## config.mk

```make
export PLATFORM = sky130hd
export DESIGN_NAME = hazard_stall_controller
export DESIGN_NICKNAME = d
export VERILOG_FILES = /design/src/rtl/hazard_pkg.sv /design/src/rtl/hazard_stall_controller_load_use_detect.sv /design/src/rtl/hazard_stall_controller.sv
export SDC_FILE = /design/constraint.sdc
export NUM_CORES = 1
export LEC_CHECK = 0
export ABC_AREA = 0
export CORE_ASPECT_RATIO = 0.75
export CORE_MARGIN = 8
export CORE_UTILIZATION = 39
export DETAILED_ROUTE_END_ITERATION = 10
export PLACE_DENSITY_LB_ADDON = 0.3
export SLEW_MARGIN = 15
export SYNTH_ARGS = -nofsm -noshare
export SYNTH_HDL_FRONTEND = slang
export SYNTH_SLANG_ARGS = --single-unit
```

## constraint.sdc

```tcl
create_clock -name clk -period 1.91 [get_ports clk]
set_clock_uncertainty 0.1 [all_clocks]
set_input_delay 0.4775 -clock clk [delete_from_list [all_inputs] [get_ports clk]]
set_output_delay 0.4775 -clock clk [all_outputs]
set_load 0.02 [all_outputs]
```

## src/rtl/hazard_pkg.sv

```systemverilog
// Shared state encodings and sizing helpers for the pipeline hazard/stall controller.
package hazard_pkg;

    typedef enum logic [1:0] {
        ST_RUN      = 2'd0,
        ST_MEM_WAIT = 2'd1,
        ST_ERROR    = 2'd2
    } hz_state_e;

    // Wait counter must be able to hold the value MEM_TIMEOUT itself.
    function automatic int unsigned wait_cnt_bits(input int unsigned timeout);
        return (timeout < 1) ? 1 : $clog2(timeout + 1);
    endfunction

endpackage

```

## src/rtl/hazard_stall_controller_load_use_detect.sv

```systemverilog
// Combinational source/destination register comparator for load-use hazard detection.
module load_use_detect
    import hazard_pkg::*;
#(
    parameter int unsigned REG_ADDR_BITS = 3,
    parameter int unsigned R0_ZERO       = 1
) (
    input  logic [REG_ADDR_BITS-1:0] id_rs1,
    input  logic [REG_ADDR_BITS-1:0] id_rs2,
    input  logic                     id_use_rs1,
    input  logic                     id_use_rs2,
    input  logic [REG_ADDR_BITS-1:0] ex_rd,
    output logic                     match_c
);

    always_comb begin
        match_c = (id_use_rs1 && (id_rs1 == ex_rd)) || (id_use_rs2 && (id_rs2 == ex_rd));
        // A hardwired r0 never carries a real dependency.
        if ((R0_ZERO != 0) && (ex_rd == '0)) begin
            match_c = 1'b0;
        end
    end

endmodule

```

## src/rtl/hazard_stall_controller.sv

```systemverilog
// Pipeline stall/bubble/flush generator: load-use, taken-branch and data-memory wait handling.
// Optional per-action cycle counters are built when the HAZ_STATS_EN macro is defined.
module hazard_stall_controller
    import hazard_pkg::*;
#(
    parameter int unsigned REG_ADDR_BITS = 3,
    parameter int unsigned R0_ZERO       = 1,
    parameter int unsigned MEM_TIMEOUT   = 255,
    parameter int unsigned CNT_BITS      = 16
) (
    input  logic                     clk,
    input  logic                     rst,
    input  logic [REG_ADDR_BITS-1:0] id_rs1,
    input  logic [REG_ADDR_BITS-1:0] id_rs2,
    input  logic                     id_use_rs1,
    input  logic                     id_use_rs2,
    input  logic                     ex_is_load,
    input  logic                     ex_reg_write,
    input  logic [REG_ADDR_BITS-1:0] ex_rd,
    input  logic                     ex_branch_taken,
    input  logic                     mem_req,
    input  logic                     mem_ready,
    output logic                     pc_stall,
    output logic                     stall_if_id,
    output logic                     stall_id_ex,
    output logic                     stall_ex_mem,
    output logic                     bubble_id_ex,
    output logic                     bubble_mem_wb,
    output logic                     flush_if_id,
    output logic                     mem_timeout
`ifdef HAZ_STATS_EN
    ,
    output logic [CNT_BITS-1:0]      stat_loaduse,
    output logic [CNT_BITS-1:0]      stat_branch,
    output logic [CNT_BITS-1:0]      stat_memwait
`endif
);

    localparam int unsigned          WCNT_BITS   = wait_cnt_bits(MEM_TIMEOUT);
    localparam logic [WCNT_BITS-1:0] TIMEOUT_VAL = WCNT_BITS'(MEM_TIMEOUT);
    localparam logic [WCNT_BITS-1:0] CNT_ONE     = WCNT_BITS'(1);

    hz_state_e            state_q, state_d;
    logic [WCNT_BITS-1:0] cnt_q, cnt_d;

    logic match_c;
    logic memwait_c, branch_c, loaduse_c, error_c;

    load_use_detect #(
        .REG_ADDR_BITS (REG_ADDR_BITS),
        .R0_ZERO       (R0_ZERO)
    ) u_load_use_detect (
        .id_rs1     (id_rs1),
        .id_rs2     (id_rs2),
        .id_use_rs1 (id_use_rs1),
        .id_use_rs2 (id_use_rs2),
        .ex_rd      (ex_rd),
        .match_c    (match_c)
    );

    // Next state, wait counter and the single action selected this cycle.
    always_comb begin
        state_d   = state_q;
        cnt_d     = cnt_q;
        memwait_c = 1'b0;
        branch_c  = 1'b0;
        loaduse_c = 1'b0;
        error_c   = 1'b0;
        unique case (state_q)
            ST_RUN: begin
                if (mem_req && !mem_ready) begin
                    memwait_c = 1'b1;
                    cnt_d     = CNT_ONE;
                    state_d   = (CNT_ONE >= TIMEOUT_VAL) ? ST_ERROR : ST_MEM_WAIT;
                end else if (ex_branch_taken) begin
                    branch_c = 1'b1;
                end else if (ex_is_load && ex_reg_write && match_c) begin
                    loaduse_c = 1'b1;
                end
            end
            ST_MEM_WAIT: begin
                if (!mem_ready) begin
                    memwait_c = 1'b1;
                    cnt_d     = cnt_q + CNT_ONE;
                    if (cnt_d >= TIMEOUT_VAL) begin
                        state_d = ST_ERROR;
                    end
                end else begin
                    // Release cycle: anything held in EX/ID is evaluated as in RUN.
                    cnt_d   = '0;
                    state_d = ST_RUN;
                    if (ex_branch_taken) begin
                        branch_c = 1'b1;
                    end else if (ex_is_load && ex_reg_write && match_c) begin
                        loaduse_c = 1'b1;
                    end
                end
            end
            ST_ERROR: begin
                error_c = 1'b1;
            end
            default: begin
                state_d = ST_RUN;
                cnt_d   = '0;
            end
        endcase
        if (rst) begin
            state_d   = ST_RUN;
            cnt_d     = '0;
            memwait_c = 1'b0;
            branch_c  = 1'b0;
            loaduse_c = 1'b0;
            error_c   = 1'b0;
        end
    end

    always_ff @(posedge clk) begin
        state_q <= state_d;
        cnt_q   <= cnt_d;
    end

    always_comb begin
        pc_stall      = memwait_c | error_c | loaduse_c;
        stall_if_id   = memwait_c | error_c | loaduse_c;
        stall_id_ex   = memwait_c | error_c;
        stall_ex_mem  = memwait_c | error_c;
        bubble_id_ex  = branch_c | loaduse_c;
        bubble_mem_wb = memwait_c;
        flush_if_id   = branch_c;
        mem_timeout   = error_c;
    end

`ifdef HAZ_STATS_EN
    localparam logic [CNT_BITS-1:0] STAT_MAX = {CNT_BITS{1'b1}};

    logic [CNT_BITS-1:0] stat_lu_q, stat_lu_d;
    logic [CNT_BITS-1:0] stat_br_q, stat_br_d;
    logic [CNT_BITS-1:0] stat_mw_q, stat_mw_d;

    // Saturating per-action cycle counters.
    always_comb begin
        stat_lu_d = stat_lu_q;
        stat_br_d = stat_br_q;
        stat_mw_d = stat_mw_q;
        if (loaduse_c && (stat_lu_q != STAT_MAX)) stat_lu_d = stat_lu_q + CNT_BITS'(1);
        if (branch_c  && (stat_br_q != STAT_MAX)) stat_br_d = stat_br_q + CNT_BITS'(1);
        if (memwait_c && (stat_mw_q != STAT_MAX)) stat_mw_d = stat_mw_q + CNT_BITS'(1);
        if (rst) begin
            stat_lu_d = '0;
            stat_br_d = '0;
            stat_mw_d = '0;
        end
    end

    always_ff @(posedge clk) begin
        stat_lu_q <= stat_lu_d;
        stat_br_q <= stat_br_d;
        stat_mw_q <= stat_mw_d;
    end

    assign stat_loaduse = stat_lu_q;
    assign stat_branch  = stat_br_q;
    assign stat_memwait = stat_mw_q;
`else
    logic unused_cnt_bits;
    assign unused_cnt_bits = ^32'(CNT_BITS);
`endif

endmodule
```

Word level (Yosys, flattened, before mapping)
Cells that the tools add are included.
Widths: inputs -> output; s select.
- register bits: 10
- output and inout port bits: 8
- input port bits: 18
- $add $sub $neg: 1
- reduce and logical (&&, ||, !) cells: 11
- equality and inequality tests: 6
- bitwise gates (word level): 4
- $lt $le $gt $ge: 1
- muxes and demuxes: 25
- operators with widths (cell ; count):
    $pmux 8 s3 ; 1
    $mux 8 ; 2
    $mux 1 ; 15
    $add 8x1->8 const B ; 1
    $ge 8x8->1 const B ; 1
    $eq 3x3->1 ; 2
    $mux 2 ; 3
    $pmux 1 s2 ; 3
    $pmux 2 s3 ; 1
    $logic_and 1x1->1 ; 5
    $logic_not 3->1 ; 1
    $ne 3x3->1 const B ; 1
    $or 1x1->1 ; 3
    $reduce_and 3->1 ; 1
    $eq 2x1->1 const B ; 1
    $eq 2x2->1 const B ; 1
    $logic_not 2->1 ; 1
    $ne 2x2->1 const B ; 1
    $reduce_and 2->1 ; 1
    $logic_not 1->1 ; 1
    $logic_or 1x1->1 ; 1
    $not 1->1 ; 1

Logic depth before layout (Yosys ltp)
Gate-level depths: netlist of the first run.
- depth in word-level cells: 11
- gate-level depth with buffers: 5
- gate-level depth less buffers: 5

Hierarchy
A second synthesis of the first run with hierarchy kept.
- cells, all modules: 89
- area total of the unflattened synthesis: 679.4 µm²
- by module, submodules not included (module ; times used ; area an instance (µm²) ; cells an instance):
    hazard_stall_controller ; 1 ; 604.3 ; 79
    load_use_detect ; 1 ; 75.1 ; 10

Worst setup path before layout of the first run
No wires, ideal clock.
- path kind: input to output
- start point: in mem_ready
- end point: out stall_if_id
- slack: -320 ps
- cell stages on the path: 5
- buffers on the path: 1
- data arrival time: 1652 ps
- path through: nor2_1 o21ai_0 a21oi_1 or2_2 buf_4
- longest elaborated chain between the ends: 7
- ends and longest elaborated chain (item ; RTL line ; text):
    from (decl) ; hazard_stall_controller.sv:22 ; input logic mem_ready,
    $logic_not 1->1 ; - ;
    $logic_and 1x1->1 ; hazard_stall_controller.sv:71 ; if (mem_req && !mem_ready) begin
    $mux 1 ; hazard_stall_controller.sv:71 ;
    $pmux 1 s2 * ; hazard_stall_controller.sv:69 ; unique case (state_q)
    $mux 1 * ; hazard_stall_controller.sv:107 ; if (rst) begin
    $or 1x1->1 * ; - ;
    named net stall_ex_mem ; hazard_stall_controller.sv:26 ; output logic stall_ex_mem,
    $or 1x1->1 * ; hazard_stall_controller.sv:124 ; stall_if_id = memwait_c | error_c | loaduse_c;
    to (decl) ; hazard_stall_controller.sv:24 ; output logic stall_if_id,
The timed path passes the listed nets; every way through them passes the cells marked *.

Final worst setup path of the first run
- start point: in ex_rd[0]
- end point: out stall_if_id
- longest elaborated chain between the ends: 11
- ends and longest elaborated chain (item ; RTL line ; text):
    from (decl) ; hazard_stall_controller.sv:19 ; input logic [REG_ADDR_BITS-1:0] ex_rd,
    $eq 3x3->1 ; hazard_stall_controller_load_use_detect.sv:17 ; match_c = (id_use_rs1 && (id_rs1 == ex_rd)) || (id_use_rs2 && (id_rs2 == ex_rd));
    $logic_and 1x1->1 ; hazard_stall_controller_load_use_detect.sv:17 ;
    $logic_or 1x1->1 ; hazard_stall_controller_load_use_detect.sv:17 ;
    $mux 1 * ; hazard_stall_controller_load_use_detect.sv:19 ; if ((R0_ZERO != 0) && (ex_rd == '0)) begin
    $logic_and 1x1->1 * ; hazard_stall_controller.sv:77, hazard_stall_controller.sv:94 ;
    $mux 1 * ; hazard_stall_controller.sv:77, hazard_stall_controller.sv:94 ;
    $mux 1 * ; hazard_stall_controller.sv:75 ; end else if (ex_branch_taken) begin
    $mux 1, on equally long branches ; hazard_stall_controller.sv:82, hazard_stall_controller.sv:71 ;
    $pmux 1 s2 * ; hazard_stall_controller.sv:69 ;
    $mux 1 * ; hazard_stall_controller.sv:107 ;
    $or 1x1->1 * ; hazard_stall_controller.sv:124 ;
Mark *: on every way between the ends. The rest lies on a longest branch, timed or not.

==> key figures, run 1 <==
Status
  – Status: finished, violations left
  – Failing checks: setup timing

Cells and area
  – Synth-to-Final Area Change: 82.2%
  – Fin util: approximately three quarters
  – Layout cells sized above 1: between 50 and 60%
  – Non-filler cells in the finished layout: between 150 and 200
  – # diodes: 0
  – Layout fillers: 129
  – Final nets: ~160

CTS
  – Number of H-tree levels: 1
  – CTS tree: yes
  – Clock-pin slew of the registers on the worst-case setup and hold paths: around 0.06 ns
  – Hold_buf cts: 0
  – Root Buffer: clkbuf_4
  – CTS Buf Count: 3
  – Max Root-Sink Buffers: 2
  – CTS sink count: 10
  – Clock Latency Late Sink: around 0.27 ns

Yosys
  – Top post-synthesis cells by count: nor2_1, dfxtp_1, a21oi_1
  – Syn Nets: ~120
  – Post-synthesis adder-cell area fraction: 3.50%
  – Seq cells post-synth: 10
  – Xor and xnor fraction of the mapped netlist area: under 10%
  – Synth area leaders: dfxtp_1, xnor2_1, a21oi_1
  – Largest family of logic cells by synthesized area: simple AND/OR/NAND/NOR gates
  – Synth Area in Compound Gates: 24.1%
  – Avg Cell Area, Syn: approximately 7.5 um2
  – Multiplexer share of the synthesized area: under 10%
  – Simple-Gate Fraction of Synth Area: a little under 30%
  – Share of the synthesized area in the top cell type: between 20% and 30%
  – Asr flop ratio synth: 0%
  – Count leader, synth: nor2_1
  – Sequential fraction of the synthesis area: 28.0%
  – Synth Instances: between 90 and 100
  – Mapped Area: 716 um2
  – Post-synthesis cell type count: 32
  – Yosys warnings: 0
  – EDFF count, synth: 0
  – Cell taking the most area after synthesis: dfxtp_1
  – Predominant post-synthesis flop cell: dfxtp_1

Power and ir drop
  – Max VDD drop: 0.000320 V
  – Lkg Pwr: 0.540 nW
  – Switch share: about a quarter
  – Gate power share: 29.8%
  – Internal power: between 0.0004 and 0.0005 W
  – Psw: 0.000155 W
  – Pwr per Cell Area: about 440 nW/um2
  – Flop pwr share: 37.3%
  – Clock power share: 32.9%

Die
  – Die width: between 60 and 70 um
  – Die H: 53.1 um
  – Ports: 26
  – Total die area: 3480 um2
  – Core area: roughly 1700 um2
  – Starting Density: 41.5%
  – Rows: 13

Global routing
  – Global Route Usage Sum: 14.8%
  – Largest net degree at the start of global routing: 11
  – GRT overflow: 0
  – First-pass GRT wire length: slightly below 4 mm
  – Initial antenna violation count: 0
  – Vias in the first global route: around 900

Setup path
  – Worst EP arrival: about 1.6 ns
  – Crit path required time: about 1.3 ns
  – CP startpoint kind: input port
  – Worst Path Max Fanout: 3
  – Critical path class: input port to primary output
  – Critical path capture point type: primary output

Drt
  – DR pass1 iterations: 4
  – DR vias/cell: around 5.4
  – 1st-iter DRT viols: 27
  – Residual DRC: 0
  – Total number of vias: 893
  – Antenna Nets Post-Route: 0
  – Post-DR wirelength/cell: around 16 um
  – Total Wirelength: 2.59 mm

Place
  – IO buf count: 25
  – Routability cong.: between 0.8 and 0.9
  – Inst Count DP: 154
  – DPL Wire Length: 1.84 mm
  – DP Worst Slack: -1.26 ns

Worst hold path
  – Path category of the worst min-delay check: flip-flop to flip-flop

Job
  – Max-cap violations: 0

Timing
  – Fmax: 456 MHz
  – Final setup viols: 3
  – Post-route setup slack: -0.282 ns
  – Post-layout min period: about 2.2 ns
  – Total negative setup slack: -0.840 ns
  – Final Max Tran Viols: 0
  – Hold Slack: 0.396 ns
  – RSZ-0062 raised after global routing: true
  – Tcrit/Tclk final: 115%
  – Final Hold Fails: 0
  – Worst rel slew slack: approximately 80%
  – Worst slew pin tran: 0.331 ns
-- final cells by class --
type | count | area (um2) | area share (%)
multi-input cells | 78 | 626 | 48.0
repair buffers | 48 | 398 | 30.5
flip-flops and latches | 10 | 205 | 15.7
clock buffers | 4 | 36.3 | 2.78
well taps | 22 | 27.5 | 2.11
inverters | 3 | 11.3 | 0.864
-- power by group through the flow --
stage | combinational [W] | sequential (W) | clock, W
finish | 0.000173 | 0.000216 | 0.000190
global route | 0.000183 | 0.000217 | 0.000211
CTS | 0.000152 | 0.000215 | 0.000196
detailed placement | 0.000139 | 0.000220 | 0
global placement | 0.000135 | 0.000219 | 0
floorplan | 0.0000564 | 0.000220 | 0
-- final timing paths --
check / startpoint / end / slack (ns) / depth (start not counted)
max: ex_rd[0] / stall_if_id / -0.28 / 6
max reg2reg: state_q[1]$_SDFFE_PP0P_ / state_q[1]$_SDFFE_PP0P_ / 0.12 / 8
min reg2reg: cnt_q[7]$_SDFFE_PP0P_ / cnt_q[7]$_SDFFE_PP0P_ / 0.40 / 2
min: cnt_q[7]$_SDFFE_PP0P_ / cnt_q[7]$_SDFFE_PP0P_ / 0.40 / 2
-- critical path, stage by stage --
cell       delay, ns
buf_8           0.11
xnor2_4         0.14
nand4_1         0.16
a2111oi_4       0.41
or2_4           0.19
buf_6           0.11
-- layout by cell type, fill, tap and decap left out, types with 2 or more instances in the layout --
master and instances:
nor2_4 3, a21oi_1 8, dfxtp_2 4, buf_6 13
or2_4 3, nand2_1 5, xnor2_1 2, o21a_1 3
nand3b_1 2, xnor2_2 4, buf_4 19, buf_2 7
nand4_1 3, dfxtp_1 6, inv_2 2, nand3_1 3
clkbuf_2 3, clkbuf_4 3, o21ai_0 5, dlygate4sd2_1 5
nor2_2 2, nor3_1 4, nor2_1 6, o22ai_1 2
-- stage by stage --
stage                     instance area, um2  power, W
after floorplan                          747  0.000276
after global placement                  1120  0.000355
after detailed placement                1120  0.000358
after CTS                               1240  0.000563
after global routing                    1300  0.000610
final                                   1300  0.000580
-- state kept, by name, summed over array words and instances (netlist names) --
name / flops
cnt_q: 8
state_q: 2
-- routing by layer --
layer / track usage (%) / routed length [um]
met5: 0 / 0
met4: 3.61 / 23
met3: 5.26 / 82
met2: 29.0 / 1450
met1: 14.7 / 1030
-- kinds of logic after synthesis --
kind of cell	count (synthesis)
xor+xnor	7
simple gates	40
mux	1
fa+ha+maj	2
compound gates	28
flops	10
buf+inv	7
-- what timing repair did --
action                                  CTS  global route
gates resized for setup                 113            22
gates cloned                              0             0
endpoints found under the setup margin   10            10
pin swaps                                15             7
setup buffers                             6             1
(Power assumes the default switching activity.)
==> run 2, diff against run 1 <==
- CAP_MARGIN: unset -> 20
- SKIP_LAST_GASP: unset -> 1
==> run 2 against run 1 <==
Effect of this change:
- the flow still finishes with violations (setup timing)
- sequential power barely moved
- non-clock buffer count did not move
- register-to-register slack improved by 0.04 ns
- global-route usage fell by 0.088 points
- die area did not move
- power fell by 0.15%
- clock power barely moved
- flip-flop and latch count did not move
- core utilization did not move
- maximum frequency barely moved
- critical path type unchanged
- largest cell class unchanged
==> key figures, run 2 (same netlist as run 1, synthesis figures left out) <==
Timing
  – Worst rel slew slack: 77.8% (+0.11 points)
  – Post-route setup slack: -0.282 ns (-0.0000810 ns)
  – Final setup viols: 3 (unchanged)
  – Hold Slack: 0.395 ns (-0.00105 ns)
  – Final Hold Fails: 0 (unchanged)
  – Tcrit/Tclk final: 115% (about the same)
  – Final Max Tran Viols: 0 (unchanged)
  – Fmax: 456 MHz (about the same)
  – RSZ-0062 raised after global routing: true
  – Worst slew pin tran: 0.330 ns (-0.000686 ns)
  – Post-layout min period: 2.19 ns (+0.0000810 ns)

Cells and area
  – Final nets: 164 (unchanged)
  – Synth-to-Final Area Change: 82.2% (unchanged)
  – Commonest non-fill, non-tap cells in the layout: buf_4, buf_6, a21oi_1
  – Register area: 205 um2 (unchanged)
  – Layout fillers: 129 (unchanged)
  – Finished Cell Area: 1300 um2 (unchanged)
  – Commonest non-fill, non-tap cell in the layout: buf_4
  – Layout cells sized above 1: 53.8% (unchanged)
  – Max reg flops: 8 (unchanged)
  – Top reg by flops: cnt_q
  – Top Registers: cnt_q: 8 flops, state_q: 2 flops
  – Area of the multi-input gates: 626 um2 (unchanged)
  – # diodes: 0 (unchanged)

Setup path
  – Worst path buffer plus inverter count: 2 (unchanged)
  – Master of the slowest instance on the critical path: a2111oi_4
  – Critical path capture point type: primary output
  – Worst EP arrival: 1.61 ns (about the same)
  – Worst Path Max Fanout: 3 (unchanged)
  – CP startpoint kind: input port
  – Max incr delay on CP: 0.41 ns (about the same)
  – Crit path required time: 1.33 ns (about the same)
  – CP delay by family, top: compound AO/OA/AOI/OAI gates
  – Critical path class: input port to primary output
  – CP cell instances: buf_8, xnor2_4, nand4_1, a2111oi_4, or2_4, buf_6

Power and ir drop
  – Max VDD drop: 0.000320 V (about the same)
  – Pwr per Cell Area: 444 nW/um2 (-0.15%)
  – Total chip power: 0.000579 W (-0.15%)
  – Lkg Pwr: 0.540 nW (about the same)

Global routing
  – Largest net degree at the start of global routing: 11 (unchanged)
  – First-pass GRT wire length: 3.95 mm (-0.70%)
  – Global Route Usage Sum: 14.7% (-0.088 points)
  – Vias in the first global route: 874 (-0.79%)
  – GRT overflow: 0 (unchanged)
  – Initial antenna violation count: 0 (unchanged)

CTS
  – CTS Buf Count: 3 (unchanged)
  – CTS sink count: 10 (unchanged)
  – CTS tree: yes
  – Clock Latency Late Sink: 0.27 ns (about the same)
  – Hold_buf cts: 0 (unchanged)
  – Clock-pin slew of the registers on the worst-case setup and hold paths: 0.06 ns (about the same)
  – Number of H-tree levels: 1 (unchanged)
  – Max Root-Sink Buffers: 2 (unchanged)
  – Root Buffer: clkbuf_4

Drt
  – Post-DR wirelength/cell: 15.7 um (+0.19%)
  – Antenna Nets Post-Route: 0 (unchanged)
  – DR pass1 iterations: 4 (unchanged)
  – 1st-iter DRT viols: 27 (unchanged)
  – Total number of vias: 887 (-0.67%)
  – Residual DRC: 0 (unchanged)
  – Total Wirelength: 2.59 mm (+0.19%)
  – DR vias/cell: 5.38 (-0.67%)

Die
  – Die H: 53.1 um (unchanged)
  – Ports: 26 (unchanged)
  – Die width: 65.5 um (unchanged)
  – Rows: 13 (unchanged)
  – Starting Density: 41.5% (unchanged)
  – Total die area: 3480 um2 (unchanged)
  – Core area: 1720 um2 (unchanged)

Place
  – Routability cong.: 0.826 (unchanged)
  – Dpl cell area: 1120 um2 (unchanged)
  – DPL Wire Length: 1.84 mm (unchanged)
  – IO buf count: 25 (unchanged)
  – DP Worst Slack: -1.26 ns (unchanged)

Job
  – Max-cap violations: 0 (unchanged)

Worst hold path
  – Path category of the worst min-delay check: flip-flop to flip-flop

Status
  – Status: finished, violations left
  – Failing checks: setup timing
[run 2: cell counts in the layout (fill, tap and decap cells not counted)]
No cell type changed its count.
[run 2: path summary, 6_finish.rpt]
kind	cells after the start	from	endpoint	slack, ns
worst max-delay path	6	ex_rd[0]	stall_if_id	-0.28
worst max register to register	8	state_q[1]$_SDFFE_PP0P_	state_q[1]$_SDFFE_PP0P_	0.16
worst min register to register	2	cnt_q[7]$_SDFFE_PP0P_	cnt_q[7]$_SDFFE_PP0P_	0.39
worst min-delay path	2	cnt_q[7]$_SDFFE_PP0P_	cnt_q[7]$_SDFFE_PP0P_	0.39
[run 2: layout make-up]
cell class	instances	area share, %
multi-input combinational	78	48.0
timing repair buffer	48	30.5
sequential	10	15.7
clock buffer	4	2.78
tap	22	2.11
inverter	3	0.864
[run 2: metrics by stage]
| stage | instances | setup TNS, ns | util (%) |
|---|---|---|---|
| 6_report | 165 | -0.840 | 75.6 |
| 3_3_place_gp | 154 | -7.90 | 64.9 |
| 5_1_grt | 165 | -0.961 | 75.6 |
| 3_5_place_dp | 154 | -8.57 | 64.9 |
| 2_1_floorplan | 95 | -0.0899 | - |
| 4_1_cts | 164 | -0.877 | 71.3 |
[run 2: tightest hold or removal path, stage by stage, from the launching register on]
cell and delay [ns]:
dfxtp_1 0.33, nand2_1 0.06, a21oi_1 0.06
[run 2: report_power, final]
group	total (W)	internal, W	switching (W)
Combinational	0.000173	0.0000968	0.0000762
Sequential	0.000216	0.000212	0.00000420
Clock	0.000189	0.000116	0.0000735
[run 2: repair_timing]
item | in CTS | in global routing
buffers inserted | 6 | 1
pin swaps | 15 | 8
setup endpoints to repair | 10 | 10
resized for setup | 112 | 24
[run 2: layer usage]
| metal | global-route usage (%) | up-vias | part of all wire (%) | wire [um] |
|---|---|---|---|---|
| met1 | 14.5 | 417 | 40 | 1050 |
| met2 | 28.9 | 26 | 56 | 1440 |
| li1 | - | 440 | - | - |
| met3 | 5.26 | 4 | 3.1 | 80 |
| met4 | 3.61 | 0 | 0.89 | 23 |
| met5 | 0 | - | 0 | 0 |
